[src/rtl/f51m_arbiter.sv]
// Round-robin front end that shares one combinational f51m datapath among NREQ
// requesters, with one operation in flight: IDLE (grant) -> ISSUE -> RESP (handshake).
module f51m_arbiter #(
  parameter int NREQ = 4,
  parameter int IDW  = $clog2(NREQ),
  parameter int CNTW = 16
) (
  input  logic              clk_pad,
  input  logic              rst_pad,
  input  logic [NREQ-1:0]   req_valid_pad,
  input  logic [8*NREQ-1:0] req_data_pad,
  output logic [NREQ-1:0]   req_ready_pad,
  output logic [7:0]        dp_in_pad,
  input  logic [7:0]        dp_out_pad,
  output logic              rsp_valid_pad,
  output logic [IDW-1:0]    rsp_id_pad,
  output logic [7:0]        rsp_data_pad,
  input  logic              rsp_ready_pad,
  output logic              busy_pad,
  output logic [CNTW-1:0]   done_cnt_pad
);

  typedef enum logic [1:0] {IDLE, ISSUE, RESP} state_t;

  state_t          state, state_nxt;
  logic [IDW-1:0]  ptr;
  logic [IDW-1:0]  id_reg;
  logic [7:0]      op_reg;
  logic [IDW-1:0]  grant_id;
  logic            grant_vld;
  logic [IDW:0]    sum;
  logic [IDW-1:0]  idx;
  logic [7:0]      req_op [NREQ];
  logic            accept;
  logic            complete;

  always_comb begin
    for (int i = 0; i < NREQ; i++) begin
      req_op[i] = req_data_pad[8*i +: 8];
    end
  end

  // Round-robin search: first valid requester at or above ptr, wrapping past NREQ-1.
  always_comb begin
    grant_vld = 1'b0;
    grant_id  = '0;
    sum       = '0;
    idx       = '0;
    for (int k = 0; k < NREQ; k++) begin
      sum = {1'b0, ptr} + (IDW+1)'(k);
      if (sum >= (IDW+1)'(NREQ)) sum = sum - (IDW+1)'(NREQ);
      idx = sum[IDW-1:0];
      if (!grant_vld && req_valid_pad[idx]) begin
        grant_vld = 1'b1;
        grant_id  = idx;
      end
    end
  end

  assign accept   = (state == IDLE) && grant_vld && !rst_pad;
  assign complete = (state == RESP) && rsp_ready_pad;

  always_comb begin
    req_ready_pad = '0;
    if (accept) req_ready_pad[grant_id] = 1'b1;
  end

  always_comb begin
    state_nxt = state;
    unique case (state)
      IDLE:    if (accept) state_nxt = ISSUE;
      ISSUE:   state_nxt = RESP;
      RESP:    if (rsp_ready_pad) state_nxt = IDLE;
      default: state_nxt = IDLE;
    endcase
  end

  always_ff @(posedge clk_pad or posedge rst_pad) begin
    if (rst_pad) state <= IDLE;
    else         state <= state_nxt;
  end

  // Operand capture: the datapath sees op_reg for the whole ISSUE cycle.
  always_ff @(posedge clk_pad or posedge rst_pad) begin
    if (rst_pad) begin
      op_reg <= '0;
      id_reg <= '0;
    end else if (accept) begin
      op_reg <= req_op[grant_id];
      id_reg <= grant_id;
    end
  end

  // Result capture at the end of ISSUE; held until the downstream handshake.
  always_ff @(posedge clk_pad or posedge rst_pad) begin
    if (rst_pad) rsp_data_pad <= '0;
    else if (state == ISSUE) rsp_data_pad <= dp_out_pad;
  end

  // Priority moves only on completion, so an abandoned operation keeps its slot.
  always_ff @(posedge clk_pad or posedge rst_pad) begin
    if (rst_pad) begin
      ptr          <= '0;
      done_cnt_pad <= '0;
    end else if (complete) begin
      ptr <= (id_reg == IDW'(NREQ-1)) ? '0 : id_reg + 1'b1;
      if (done_cnt_pad != {CNTW{1'b1}}) done_cnt_pad <= done_cnt_pad + CNTW'(1);
    end
  end

  assign dp_in_pad     = op_reg;
  assign rsp_valid_pad = (state == RESP);
  assign rsp_id_pad    = id_reg;
  assign busy_pad      = (state != IDLE);

endmodule

[config.mk]
export PLATFORM = sky130hd
export DESIGN_NAME = f51m_arbiter
export DESIGN_NICKNAME = d
export VERILOG_FILES = /design/src/rtl/f51m_arbiter.sv
export SDC_FILE = /design/constraint.sdc
export NUM_CORES = 1
export LEC_CHECK = 0
export BUFFER_PORTS_ARGS = -buffer_cell sky130_fd_sc_hd__buf_2
export CAP_MARGIN = 20
export CORE_MARGIN = 3
export CORE_UTILIZATION = 43
export DETAILED_ROUTE_END_ITERATION = 16
export GPL_TIMING_DRIVEN = 0
export PLACE_DENSITY = 0.86
export SLEW_MARGIN = 20
export SYNTH_ARGS = -nofsm -noshare
export SYNTH_HDL_FRONTEND = slang
export SYNTH_SLANG_ARGS = --single-unit
[constraint.sdc]
create_clock -name clk_pad -period 1.7 [get_ports clk_pad]
set_input_delay 0.34 -clock clk_pad [delete_from_list [all_inputs] [get_ports clk_pad]]
set_output_delay 0.34 -clock clk_pad [all_outputs]
set_load 0.01 [all_outputs]
==> impl_metrics.yaml, run 1 <==
detailed_routing:
  ant_nets: 0
  drc: 0
  drt-pass1-iter-count: 5
  num_vias: 1913
  routed_via_density: 5.39
  drt_iter0_markers: 64
  wl_per_cell_um: 15.7
  routed_wl_um: 5560
run:
  maxCapViolCount: 0
global_route:
  overflow: 0
  antenna_found_initial: 0
  grt_pass1_vias: 1798
  grt_max_degree: 36
  grt_pass1_wl_um: 8520
  grt.total_usage_pct: 20.1
synthesis:
  syn_area_per_cell_um2: 10.9
  async_flop_share_pct: 100
  synthFlopType: "dfrtp_1"
  synth_edf_count: 0
  seq_area_frac_synth_pct: 47.2
  synth.most_common_cell: "dfrtp_1"
  ys_ff_latch: 38
  syn_inst: 185
  synth_area_leaders: "dfrtp_1 (47%), mux2_2 (6.2%), mux2_4 (5.2%)"
  netlist_area_mm2: 0.00201
  synth_top_area_share_pct: 47.2
  synthTopCellsByCount: "dfrtp_1 (38), nand2_1 (15), nand3_1 (12)"
  synth_largest_area_cell: "dfrtp_1"
  synth.net_count: 234
  synth.distinct_cells: 37
  yosys_warnings: 0
worst_setup_path:
  arrival_ns: 1.76
  r2r_cells: 7
  path_max_fanout: 5
  path_class: "flop to output port"
  r2r_start: "ptr[0]"
  cp_slowest_cell: "dfrtp_2"
  cp-start-kind: "flop"
  crit_chain: "buf_4 > o21ba_2 > or3_4 > nor3_4 > buf_2"
  crit_path_start: "ptr[1]"
  end_kind: "output port"
  cp.required_ns: 1.36
  critPathMaxStageDelay_ns: 0.44
power:
  comb_power_share_pct: 51.2
  switchingPower_mw: 1.56
  ir_drop_v: 0.000896
  p_sw_share_pct: 35.2
  power_frac_clock_pct: 17.1
  p_seq_share_pct: 31.7
  p_total_mw: 4.44
  cellLeakagePower_nw: 1.53
  power.density_mw_per_mm2: 1460
  p_int_mw: 2.88
timing:
  skew_ns: 0.00960
  worst_pin_slew_ns: 0.479
  setup_viol: 12
  fin_crit_ns: 2.10
  timing.final.hold_violations: 0
  rsz0062_at_grt: "true"
  maxSlewHeadroom_pct: 67.9
  clock.fmax_ghz: 0.477
  report.final.slew_viol_count: 0
  period_share_pct: 123
  setup_ws_ns: -0.396
floorplanning:
  pin_count: 87
  num_rows: 24
  initial_core_util_pct: 45.3
  dieArea_mm2: 0.00554
  die_w_um: 74.4
  core_mm2: 0.00444
  die_h_um: 74.4
finish:
  nets: 351
  fin_util_pct: 68.5
  antenna_cells: 0
  layout-drive-gt1-share_pct: 56.8
  synthToLayoutAreaGrowth_pct: 51.1
  instances_no_fill: 355
status:
  status: "finished with violations"
  violations: "negative setup slack"
worst_hold_path:
  hold_path.class: "primary input to async pin"
clocking:
  clock_latency_ns: 0.29
  cts.sinks: 38
  cts-root-buf: "clkbuf_8"
  cts_tree: "built"
  clk_pin_slew_ns: 0.08
  cts-buffers-inserted: 5
  h-tree-depth: 2
  clock_path_buffers: 2
place:
  gp_congestion: 0.823
  dp_cells: 324
  portBuffers: 86
  place_hpwl_um: 3980
## through the flow
stage / hold slack [ns] / worst slack [ns] / setup TNS [ns] / area (µm²)
floorplan: 0.448 / -0.104 / -0.954 / 2110
global placement: 0.473 / -0.411 / -5.03 / 2600
detailed placement: 0.237 / -0.466 / -4.93 / 2620
CTS: 0.0839 / -0.394 / -3.31 / 2940
global route: 0.102 / -0.454 / -3.74 / 3040
finish: 0.0832 / -0.396 / -2.93 / 3040
## metal layers
layer | routed length [µm] | global-route usage [%]
met5 | 0 | 0
met4 | 142 | 7.51
met3 | 264 | 3.65
met2 | 2890 | 35.0
met1 | 2270 | 24.7
## state kept, by name, summed over array words and instances, names as in the netlist
register and flops:
done_cnt_pad 16, dp_in_pad 8, ptr 2, rsp_data_pad 8
rsp_id_pad 2, state 2
## path summary, 6_finish.rpt
| kind | end | slack [ns] |
|---|---|---|
| min in group clk_pad | state[1] | 0.26 |
| setup reg to reg | dp_in_pad[5] | -0.21 |
| max in group asynchronous | dp_in_pad[3] | 1.03 |
| setup / recovery | req_ready_pad[2] | -0.40 |
| hold / removal | ptr[0] | 0.08 |
| hold reg to reg | done_cnt_pad[5] | 0.49 |
## power by group through the flow
stage                     Clock, mW  Sequential [mW]  Combinational [mW]
final                         0.761             1.41                2.27
after CTS                     0.770             1.42                2.14
after detailed placement          0             1.44                1.77
after global routing          0.807             1.44                2.45
after global placement            0             1.43                1.72
after floorplan                   0             1.54                1.08
## timing repair
| action | in CTS | in global routing |
|---|---|---|
| hold endpoints to repair | 3 | 0 |
| pin swaps | 9 | 5 |
| hold buffers | 1 | 0 |
| buffers inserted | 16 | 10 |
| endpoints found under the setup margin | 22 | 19 |
| resized for setup | 22 | 9 |
## cells by family after synthesis
| logic type | after synthesis | share of synthesized area, % |
|---|---|---|
| DFF | 38 | 47.2 |
| adders and majority gates | 2 | 1.24 |
| and+or+nand+nor | 66 | 18.8 |
| buffers and inverters | 12 | 2.73 |
| AOI/OAI and AO/OA | 34 | 12.1 |
| xor gates and xnor gates | 15 | 6.53 |
| muxes | 18 | 11.4 |
## area by class of cell
cell class,instances,area (µm²)
inverters,5,18.8
well taps,52,65.1
clock inverters,1,30.0
fillers,341,1400
clock buffers,7,76.3
multi-input cells,135,1170
plain buffers,3,43.8
flip-flops and latches,38,952
repair buffers,114,687
## worst max-delay path, delay by kind of cell (launching register included)
family                 cells  cell delay, ns
AO/OA/AOI/OAI              1            0.18
AND/OR/NAND/NOR            2            0.56
flip-flops                 1            0.44
buffers and inverters      2            0.29
## layout by cell type, fill, tap and decap left out, types with 4 or more instances in the layout
cell,count
nand3_1,12
xor2_1,4
dfrtp_1,37
xnor2_1,11
o21ai_0,11
nand2_1,13
a221o_1,8
mux2_2,11
nor2_1,4
mux2_4,7
a21boi_1,7
buf_2,86
clkbuf_8,5
nor3_4,4
buf_4,20
inv_1,4
buf_6,5
Power figures use the tool's default switching activity.
==> run 2: changes to the inputs <==
--- a/config.mk
+++ b/config.mk
@@ -5,13 +5,15 @@
 export SDC_FILE = /design/constraint.sdc
 export NUM_CORES = 1
 export LEC_CHECK = 0
+export ABC_AREA = 1
 export BUFFER_PORTS_ARGS = -buffer_cell sky130_fd_sc_hd__buf_2
 export CAP_MARGIN = 20
 export CORE_MARGIN = 3
-export CORE_UTILIZATION = 43
+export CORE_UTILIZATION = 45
+export CTS_CLUSTER_SIZE = 24
 export DETAILED_ROUTE_END_ITERATION = 16
 export GPL_TIMING_DRIVEN = 0
-export PLACE_DENSITY = 0.86
+export PLACE_DENSITY = 0.87
 export SLEW_MARGIN = 20
 export SYNTH_ARGS = -nofsm -noshare
 export SYNTH_HDL_FRONTEND = slang
==> impl_metrics.yaml, run 2 <==
status:
  status: "finished with violations"
  violations: "negative setup slack"
global_route:
  met3_usage_pct: 5.28
  antenna_found_initial: 0
  grt.total_usage_pct: 20.3
  grt_pass1_vias: 2238
  grt_pass1_wl_um: 10100
  overflow: 0
  grt_use_met1_pct: 23.9
  grt_max_degree: 39
  met2_usage_pct: 36.3
  grt-busiest-layer: "met2"
synthesis:
  synth.distinct_cells: 28
  syn_inst: 294
  yosys_warnings: 0
  ys_ff_latch: 38
  syn_area_per_cell_um2: 8.04
  synthFlopType: "dfrtp_1"
  synth_top_area_share_pct: 40.2
  netlist_area_mm2: 0.00236
  synth.most_common_cell: "nand2_1"
  synth_largest_area_cell: "dfrtp_1"
  synth_edf_count: 0
  synth_area_leaders: "dfrtp_1 (40%), nand2_1 (18%), nand2_2 (4.5%)"
  async_flop_share_pct: 100
  seq_area_frac_synth_pct: 40.2
  synth.net_count: 343
  synthTopCellsByCount: "nand2_1 (116), dfrtp_1 (38), inv_1 (17), nand2_2 (17), nand4_1 (17)"
worst_setup_path:
  path_class: "flop to output port"
  cp-start-kind: "flop"
  regToRegSetupSlack_ns: -0.37
  r2r_start: "ptr[0]"
  arrival_ns: 2.11
  end_kind: "output port"
  path_max_fanout: 6
  cp.required_ns: 1.36
  r2r_cells: 18
  reg2reg_to: "dp_in_pad[3]"
place:
  portBuffers: 86
  dp_cells: 447
  gp_congestion: 0.811
  place_hpwl_um: 4570
detailed_routing:
  drc: 0
  routed_wl_um: 6730
  drt_iter0_markers: 73
  ant_nets: 0
  wl_per_cell_um: 14.1
  routed_via_density: 5.09
  drt-pass1-iter-count: 4
  num_vias: 2433
timing:
  setup_ws_ns: -0.745
  worst_pin_slew_ns: 0.778
  period_share_pct: 144
  timing.final.hold_violations: 0
  fin_crit_ns: 2.45
  report.final.slew_viol_count: 0
  setup_viol: 15
  skew_ns: 0.00818
  maxSlewHeadroom_pct: 48.1
  rsz0062_at_grt: "true"
  clock.fmax_ghz: 0.409
floorplanning:
  num_rows: 25
  initial_core_util_pct: 48.2
  pin_count: 87
  die_h_um: 78.5
  die_w_um: 78.5
  core_mm2: 0.00491
  dieArea_mm2: 0.00616
finish:
  regMostFlops: "done_cnt_pad"
  antenna_cells: 0
  synthToLayoutAreaGrowth_pct: 47.7
  fin_util_pct: 71.1
  n_fill_cell: 385
  nets: 459
  largest_register_ffs: 16
  instances_no_fill: 478
  layout-drive-gt1-share_pct: 51.6
  layout_common_cells: "nand2_1 (100), buf_2 (85), dfrtp_1 (36), nand2_2 (22), nand4_1 (17)"
  layout_commonest_cell: "nand2_1"
clocking:
  cts-buffers-inserted: 5
  clock_latency_ns: 0.29
  h-tree-depth: 2
  cts-root-buf: "clkbuf_8"
  ctsHoldBuffers: 0
  clk_pin_slew_ns: 0.08
  cts.sinks: 38
  clock_path_buffers: 2
  cts_tree: "built"
worst_hold_path:
  hold_path.class: "primary input to async pin"
power:
  power.density_mw_per_mm2: 2040
  ir_drop_v: 0.000974
  p_total_mw: 7.12
  cellLeakagePower_nw: 1.92
run:
  maxCapViolCount: 0
[run 2: cell count changes after synthesis, moves of 5 or more]
cell	before	now
a21boi_1	8	0
a221o_1	8	0
inv_1	5	17
mux2_4	7	0
nand2_1	15	116
nand2_2	0	17
nand2_4	0	5
nand4_1	3	17
nor2_1	6	14
o21ai_0	11	4
xnor2_1	11	5
xor2_1	4	10
[run 2: cell type report]
type / instances / area, µm² / share of cell area (%)
Timing Repair inverter: 1 / 6.26 / 0.179
Buffer: 7 / 100 / 2.87
Inverter: 22 / 108 / 3.08
Tap cell: 67 / 83.8 / 2.40
Clock buffer: 5 / 68.8 / 1.97
Sequential cell: 38 / 953 / 27.3
Clock inverter: 3 / 40.0 / 1.15
Multi-Input combinational cell: 227 / 1490 / 42.6
Timing Repair Buffer: 108 / 646 / 18.5
[run 2: critical path, stage by stage (launching register included)]
cell	delay (ns)
dfrtp_1	0.44
buf_8	0.18
inv_4	0.06
nand2_1	0.09
nand2_1	0.07
nand2_1	0.09
nand2_1	0.07
nand2_2	0.10
nand2_2	0.08
nand2_4	0.09
nand3_4	0.08
buf_12	0.14
inv_8	0.06
nand2_4	0.05
nor2_4	0.10
buf_6	0.11
[run 2: per-stage QoR]
stage	hold slack [ns]	cell area, µm²	TNS (ns)	setup WS, ns
finish	0.197	3490	-5.74	-0.745
global route	0.253	3490	-8.77	-0.919
CTS	0.223	3210	-4.17	-0.663
detailed placement	0.475	2970	-4.07	-0.473
global placement	0.459	2970	-3.41	-0.453
floorplan	0.447	2450	-0.793	-0.200
[run 2: timing repair]
action,4_1_cts,5_1_grt
setup buffers,8,13
setup endpoints to repair,21,22
resized for setup,20,43
pin swaps,4,10
gates cloned,1,1
[run 2: cells by family after synthesis]
| family | after synthesis | share of synthesized area (%) |
|---|---|---|
| adders and majority gates | 2 | 1.06 |
| DFF | 38 | 40.2 |
| muxes | 8 | 3.81 |
| AOI/OAI and AO/OA | 5 | 1.22 |
| xor gates and xnor gates | 15 | 5.56 |
| and+or+nand+nor | 197 | 40.6 |
| buffers and inverters | 29 | 7.57 |
[run 2: worst max path at each step]
stage,startpoint,endpoint,cells after the start
floorplan,ptr[0],req_ready_pad[3],13
global route,ptr[0],req_ready_pad[3],15
global placement,ptr[1],req_ready_pad[3],14
finish,ptr[0],req_ready_pad[3],15
CTS,ptr[0],req_ready_pad[2],12
detailed placement,ptr[0],req_ready_pad[2],14
[run 2: routing by layer]
layer  vias to the layer above  share of wire, %
li1                       1176                 -
met1                      1140                39
met2                       100                52
met3                        17               6.9
met4                         0               2.1
met5                         -                 0
[run 2: report_power, final]
group,switching [mW],internal (mW)
combinational,2.82,2.10
clock,0.319,0.432
sequential,0.244,1.21
total,3.38,3.74
